[src/rtl/register_file_sb.sv]
// Register file with a per-register busy scoreboard: two combinational read
// ports with optional write bypass, one write port and one reservation port.

module register_file_sb_rport #(
    parameter int BITS      = 16,
    parameter int ADDR_BITS = 3,
    parameter int DEPTH     = 8,
    parameter bit ZERO_REG  = 1'b1,
    parameter bit BYPASS    = 1'b1
) (
    input  logic [ADDR_BITS-1:0]        addr_i,
    input  logic [DEPTH-1:0][BITS-1:0]  regs_i,
    input  logic [DEPTH-1:0]            busy_i,
    input  logic                        wr_i,
    input  logic [ADDR_BITS-1:0]        waddr_i,
    input  logic [BITS-1:0]             wdata_i,
    output logic [BITS-1:0]             data_o,
    output logic                        ready_o
);
    logic hit;
    assign hit = BYPASS && wr_i && (waddr_i == addr_i);

    always_comb begin
        data_o  = hit ? wdata_i : regs_i[addr_i];
        ready_o = !busy_i[addr_i] || hit;
        // Register 0 masks the bypass too, so it reads 0 even while being written.
        if (ZERO_REG && addr_i == '0) begin
            data_o  = '0;
            ready_o = 1'b1;
        end
    end
endmodule

module register_file_sb #(
    parameter int BITS      = 16,
    parameter int ADDR_BITS = 3,
    parameter bit ZERO_REG  = 1'b1,
    parameter bit BYPASS    = 1'b1
) (
    input  logic                 clk,
    input  logic                 rst,
    input  logic                 Write,
    input  logic [ADDR_BITS-1:0] DestAddr,
    input  logic [BITS-1:0]      DestData,
    input  logic [ADDR_BITS-1:0] AddrA,
    input  logic [ADDR_BITS-1:0] AddrB,
    output logic [BITS-1:0]      DataA,
    output logic [BITS-1:0]      DataB,
    output logic                 ReadyA,
    output logic                 ReadyB,
    input  logic                 Reserve,
    input  logic [ADDR_BITS-1:0] ResAddr,
    output logic                 ResGrant,
    output logic [ADDR_BITS:0]   BusyCount
);
    localparam int DEPTH = 2**ADDR_BITS;
    localparam int NPORT = 2;

    logic [DEPTH-1:0][BITS-1:0] regs_q;
    logic [DEPTH-1:0]           busy_q, busy_d;
    logic [ADDR_BITS:0]         cnt_q, cnt_d;
    logic                       wr_eff, wr_store, res_set;

    // Writes are ignored during reset, which also keeps the bypass from leaking data.
    assign wr_eff   = Write && !rst;
    assign wr_store = wr_eff && !(ZERO_REG && DestAddr == '0);
    assign ResGrant = Reserve && (!busy_q[ResAddr] || (wr_eff && DestAddr == ResAddr));
    assign res_set  = ResGrant && !(ZERO_REG && ResAddr == '0);

    always_comb begin
        busy_d = busy_q;
        if (wr_eff)  busy_d[DestAddr] = 1'b0;
        if (res_set) busy_d[ResAddr]  = 1'b1;   // reserve wins over a same-cycle clear
        cnt_d = '0;
        for (int i = 0; i < DEPTH; i++)
            cnt_d = cnt_d + {{ADDR_BITS{1'b0}}, busy_d[i]};
    end

    always_ff @(posedge clk or posedge rst) begin
        if (rst) begin
            regs_q <= '0;
            busy_q <= '0;
            cnt_q  <= '0;
        end else begin
            if (wr_store) regs_q[DestAddr] <= DestData;
            busy_q <= busy_d;
            cnt_q  <= cnt_d;
        end
    end

    assign BusyCount = cnt_q;

    logic [NPORT-1:0][ADDR_BITS-1:0] rd_addr;
    logic [NPORT-1:0][BITS-1:0]      rd_data;
    logic [NPORT-1:0]                rd_ready;

    assign rd_addr = {AddrB, AddrA};

    genvar p;
    generate
        for (p = 0; p < NPORT; p++) begin : g_rport
            register_file_sb_rport #(
                .BITS(BITS), .ADDR_BITS(ADDR_BITS), .DEPTH(DEPTH),
                .ZERO_REG(ZERO_REG), .BYPASS(BYPASS)
            ) u_rport (
                .addr_i  (rd_addr[p]),
                .regs_i  (regs_q),
                .busy_i  (busy_q),
                .wr_i    (wr_eff),
                .waddr_i (DestAddr),
                .wdata_i (DestData),
                .data_o  (rd_data[p]),
                .ready_o (rd_ready[p])
            );
        end
    endgenerate

    assign DataA  = rd_data[0];
    assign DataB  = rd_data[1];
    assign ReadyA = rd_ready[0];
    assign ReadyB = rd_ready[1];
endmodule

[config.mk]
export PLATFORM = sky130hd
export DESIGN_NAME = register_file_sb
export DESIGN_NICKNAME = d
export VERILOG_FILES = /design/src/rtl/register_file_sb.sv
export SDC_FILE = /design/constraint.sdc
export NUM_CORES = 1
export LEC_CHECK = 0
export CORE_MARGIN = 2
export CORE_UTILIZATION = 55
export CTS_CLUSTER_SIZE = 10
export DETAILED_ROUTE_END_ITERATION = 12
export HOLD_SLACK_MARGIN = 0.06
export PLACE_DENSITY_LB_ADDON = 0.2
export SKIP_LAST_GASP = 1
export SYNTH_ARGS = -nofsm -noshare
export SYNTH_HDL_FRONTEND = slang
export SYNTH_SLANG_ARGS = --single-unit
[constraint.sdc]
create_clock -name clk -period 5.87 [get_ports clk]
set_input_delay 1.174 -clock clk [delete_from_list [all_inputs] [get_ports clk]]
set_output_delay 1.174 -clock clk [all_outputs]
set_load 0.1 [all_outputs]
==> results of run 1 <==
-- cell type report --
cell class | count | area share
multi-input combinational | 413 | 0.429
sequential | 140 | 0.358
timing repair buffer | 93 | 0.123
clock buffer | 20 | 0.0467
tap | 184 | 0.0235
clock inverter | 9 | 0.0148
inverter | 12 | 0.00486
-- kinds of logic (layout without fill, tap and decap cells) --
family,count (synthesis),count (layout),synth area share
AOI/OAI and AO/OA,81,81,0.0725
xor gates and xnor gates,10,10,0.0117
buffers and inverters,77,134,0.0509
and+or+nand+nor,98,98,0.0720
DFF,140,140,0.432
muxes,217,217,0.347
adders and majority gates,7,7,0.0145
-- stage by stage --
step                      setup slack (ns)  cells  power (µW)  utilization  cell area, µm²
final                                0.746    871        4080        0.676            9780
after detailed placement             0.470    842        2970        0.634            9180
after global placement               0.600    842        2910        0.634            9180
after floorplan                      0.450    630        2460            -            8110
after CTS                            0.800    871        4100        0.676            9780
after global routing                 0.711    871        4260        0.676            9780
-- critical path: stages --
cell,delay [ns]
clkdlybuf4s50_1,0.71
buf_4,0.36
nand2b_1,0.76
o22ai_1,0.22
a211oi_1,0.34
nor3_1,0.15
buf_12,0.23
-- state kept, by name, indices dropped and copies added, names as in the netlist --
signal,flops
BusyCount,4
busy_q,8
regs_q,128
-- cells in the mapped netlist (2+ instances only) --
cell type    n
nor3_1      30
buf_4        7
nand3b_2     2
xor2_1       8
mux2_1       3
dfrtp_1    140
inv_1       12
a32oi_1      2
nor2_1      35
or2_2        3
mux4_2      40
nor2b_1      3
mux2i_1     65
mux2_2     109
o31ai_1      2
buf_2       21
clkbuf_1    28
a32o_1       2
nor4_4       2
or4_1        2
a22o_1       2
fa_1         4
nor3b_4      2
o2bb2ai_1    2
nand2_1      2
and2_1       2
or3_1        3
o22ai_1     32
ha_1         3
a22oi_1      2
buf_6        8
nand2b_1     5
a211oi_1    30
-- per-layer routing --
layer,vias to the layer above,global-route usage
met5,-,0
met4,0,0.120
met3,69,0.0663
met2,278,0.461
met1,2953,0.368
li1,2468,-
-- power breakdown --
group	internal, µW	leakage, µW	switching (µW)	total (µW)
combinational	687	0.00214	925	1610
clock	722	0.000301	395	1120
sequential	1180	0.00174	164	1350
total	2590	0.00418	1480	4080
-- final timing paths --
kind	startpoint	to	slack, ns	depth (start not counted)
worst min register to register	regs_q[5]$_DFFE_PP0P_	regs_q[5]$_DFFE_PP0P_	0.40	0
worst max register to register	busy_q[1]$_DFF_PP0_	BusyCount[2]$_DFF_PP0_	2.04	12
worst min-delay path	regs_q[5]$_DFFE_PP0P_	regs_q[5]$_DFFE_PP0P_	0.40	0
worst max-delay path	AddrA[0]	DataA[8]	0.75	7
min in group asynchronous	rst	regs_q[95]$_DFFE_PP0P_	1.41	2
max in group asynchronous	rst	regs_q[68]$_DFFE_PP0P_	3.45	3
==> reports/metrics.cfg, run 1 <==
[outcome]
status = finished clean

[sta]
post-route-period-util = 0.873
hold_viol_final = 0
rsz0062_at_grt = no
setup_viol = 0
fmax_ghz = 0.195
tns_ns = 0
skew_ns = 0.00191
finalCriticalPeriod_ns = 5.12
final_max_slew_viol_count = 0
tightest_slew_ns = 1.33
relSlewSlack = 0.110
holdWs_ns = 0.401

[final_layout]
multi_input_area_mm2 = 0.00420
nFillCells = 1035
final_common_cell = dfrtp_1
synthToLayoutAreaGrowth_pct = 20.6
fin_nets = 716
diodes = 0
final_cell_mix = 140 x dfrtp_1, 109 x mux2_2, 65 x mux2i_1
regArea_mm2 = 0.00350
drive_above_1_share = 0.370

[hold_path]
min_path_type = flip-flop to flip-flop

[detailed_routing]
route.met2.wl_um = 10600
route.detailed.drc = 0
highest_layer = met4
antenna_left = 0
met3_length_um = 1450
wl_per_cell_um = 24.9
drtIter0Drc = 446
first_pass_iters = 5
route.vias.total = 5768
wl_um = 21700
wl_met1_um = 8840
vias_per_cell = 6.62

[logic_synthesis]
yosysSeqAreaShare = 0.432
syn_area_mm2 = 0.00811
async_reset_ff_frac = 1.00
yosys-top-cells-area = dfrtp_1 43%, mux2_2 15%, mux4_2 11%
synth.net_count = 669
synth_top_area_frac = 0.432
synth_cells = 630
synth_cell_types = 50
synth-edff-count = 0
synth_top_area_cell = dfrtp_1
yosys_warnings = 0
synth_area_per_cell_um2 = 12.9
ys_ff_latch = 140
synthFlopType = dfrtp_1

[critical_path]
critPathArrivalTime_ns = 3.95
crit_type = input pin to output port
crit_path_max_fanout = 15
start_kind = input pin
worstPathRequired_ns = 4.70
worst_setup_path_end_kind = output port

[global_route]
grt_pass1_vias = 6134
antenna_found_initial = 0
grt_max_degree = 76
grt_usage = 0.284
grt-ovfl-total = 0
grt_pass1_wl_um = 34200

[floorplan]
io_pins = 71
die_area_mm2 = 0.0157
die_h_um = 125
die_w_um = 125
core_area_mm2 = 0.0145
rows = 44
initial_core_util = 0.560

[flow_run]
cap_violations = 0

[clocking]
cts-buffers-inserted = 17
hold_buffers = 0
cts_setup_buffers = 0
htreeDepth = 4
tritoncts = yes
clk-insertion-delay-late_ns = 0.42
clk_pin_slew_ns = 0.06
clockRootBuffer = clkbuf_16
cts_resized = 0
cts_sinks = 140
cts_buffer_depth = 2

[placed_design]
gp_congestion = 0.843
portBuffers = 70
hpwl_um = 13200

[power_and_ir_drop]
vdd_drop_max_uv = 333
powerDensity_mw_per_mm2 = 417
leakagePower_uw = 0.00418

Note: power is estimated with default switching activity, not from simulation.
==> run 2, diff against run 1 <==
Settings changed: CTS_CLUSTER_SIZE 10 to 25.
==> results of run 2 <==
Final layout, timing and power as in run 1 (identical DEF).
==> run 3, diff against run 2 <==
Settings changed: MAX_ROUTING_LAYER set to met4.
==> run 3 against run 2 <==
Net effect: maximum frequency is 0.55% lower; sequential power barely moved; critical path depth stayed put; total power hardly changed; critical path type unchanged.
==> reports/metrics.cfg, run 3 (synthesis results as in run 1) <==
[outcome]
status = finished clean

[hold_path]
whs_path_depth = 0
holdPathEnd = regs_q[5]$_DFFE_PP0P_
min_path_type = flip-flop to flip-flop
hp-start = regs_q[5]$_DFFE_PP0P_

[clocking]
hold_buffers = 0
cts_buffer_depth = 2
cts_setup_buffers = 0
cts_sinks = 140
cts_resized = 0
htreeDepth = 4
tritoncts = yes
cts-buffers-inserted = 17
clk-insertion-delay-late_ns = 0.42
clockRootBuffer = clkbuf_16
clk_pin_slew_ns = 0.06

[power_and_ir_drop]
netSwitchingPower_uw = 1490
p_total_uw = 4080
power_frac_clock = 0.274
p_int_uw = 2590
vdd_drop_max_uv = 334
seqPwrFrac = 0.330
swShare = 0.365
powerDensity_mw_per_mm2 = 417
leakagePower_uw = 0.00418
power_frac_comb = 0.396

[detailed_routing]
route.vias.total = 5764
wl_per_cell_um = 25.0
vias_per_cell = 6.62
antenna_left = 0
wl_um = 21800
drtIter0Drc = 460
route.detailed.drc = 0
first_pass_iters = 5

[critical_path]
r2r_end = BusyCount[2]$_DFF_PP0_
rr_worst_depth = 12
crit_type = input pin to output port
worst_setup_path_end_kind = output port
r2r_start = busy_q[1]$_DFF_PP0_
crit_family = buffers and inverters
crit_chain = clkdlybuf4s50_1 -> buf_4 -> nand2b_1 -> o22ai_1 -> a211oi_1 -> nor3_1 -> buf_12
start_kind = input pin
r2r_setup_slack_ns = 2.04
crit_slowest_cell = nand2b_1
max_stage_delay_ns = 0.77
critPathArrivalTime_ns = 3.98
worstPathRequired_ns = 4.70
worstPathBufferInverterCount = 3
crit_path_max_fanout = 15

[final_layout]
nFillCells = 1035
largest_reg_flops = 128
final_common_cell = dfrtp_1
fin_cells = 871
drive_above_1_share = 0.370
synthToLayoutAreaGrowth_pct = 20.6
fin_nets = 716
diodes = 0
final_cell_mix = 140 x dfrtp_1, 109 x mux2_2, 65 x mux2i_1
largest_register = regs_q

[global_route]
grt_pass1_vias = 6129
antenna_found_initial = 0
grt_max_degree = 76
grt_pass1_wl_um = 34200
grt_usage = 0.292
grt-ovfl-total = 0

[placed_design]
place_inst = 842
hpwl_um = 13200
gp_congestion = 0.856
portBuffers = 70

[sta]
setup_viol = 0
finalCriticalPeriod_ns = 5.15
final_max_slew_viol_count = 0
post-route-period-util = 0.878
tns_ns = 0
holdWs_ns = 0.402
rsz0062_at_grt = no
fmax_ghz = 0.194
hold_viol_final = 0
relSlewSlack = 0.0861
skew_ns = 0.00194
tightest_slew_ns = 1.36

[floorplan]
core_area_mm2 = 0.0145
die_w_um = 125
rows = 44
die_area_mm2 = 0.0157
initial_core_util = 0.560
io_pins = 71
die_h_um = 125

[flow_run]
cap_violations = 0

==> run 3: cell counts in the layout (fill, tap and decap cells not counted) <==
No cell type changed its count.
==> run 3: area by class of cell <==
class,count,area (µm²),area share
Multi-Input combinational cell,413,4200,0.429
Sequential cell,140,3500,0.358
Timing Repair Buffer,93,1200,0.123
Clock buffer,20,457,0.0467
Tap cell,184,230,0.0235
Clock inverter,9,145,0.0148
Inverter,12,47.5,0.00486
==> run 3: worst max path at each step <==
stage	from	to	slack [ns]	cells past startpoint
6_report	AddrA[0]	DataA[8]	0.72	7
5_1_grt	ResAddr[0]	BusyCount[2]$_DFF_PP0_	0.71	13
4_1_cts	AddrA[0]	DataA[8]	0.80	7
3_5_place_dp	ResAddr[0]	BusyCount[2]$_DFF_PP0_	0.47	13
3_3_place_gp	ResAddr[0]	BusyCount[1]$_DFF_PP0_	0.60	13
2_1_floorplan	DestAddr[2]	DataA[0]	0.45	6
==> run 3: through the flow <==
step           utilization  cell area [µm²]  worst slack [ns]
2_1_floorplan            -             8110             0.450
3_3_place_gp         0.634             9180             0.600
3_5_place_dp         0.634             9180             0.470
4_1_cts              0.676             9780             0.800
5_1_grt              0.676             9780             0.711
6_report             0.676             9780             0.717
==> run 3: power groups by stage <==
stage / logic (µW) / registers, µW / clock network, µW
floorplan: 1070 / 1400 / 0
global placement: 1570 / 1340 / 0
detailed placement: 1620 / 1360 / 0
CTS: 1630 / 1340 / 1130
global route: 1710 / 1370 / 1170
finish: 1610 / 1350 / 1120
==> run 3: layer usage <==
layer | vias up | share of wire | GRT usage
li1 | 2463 | - | -
met1 | 2966 | 0.41 | 0.367
met2 | 266 | 0.49 | 0.462
met3 | 69 | 0.066 | 0.0659
met4 | 0 | 0.035 | 0.120
met5 | - | 0 | -
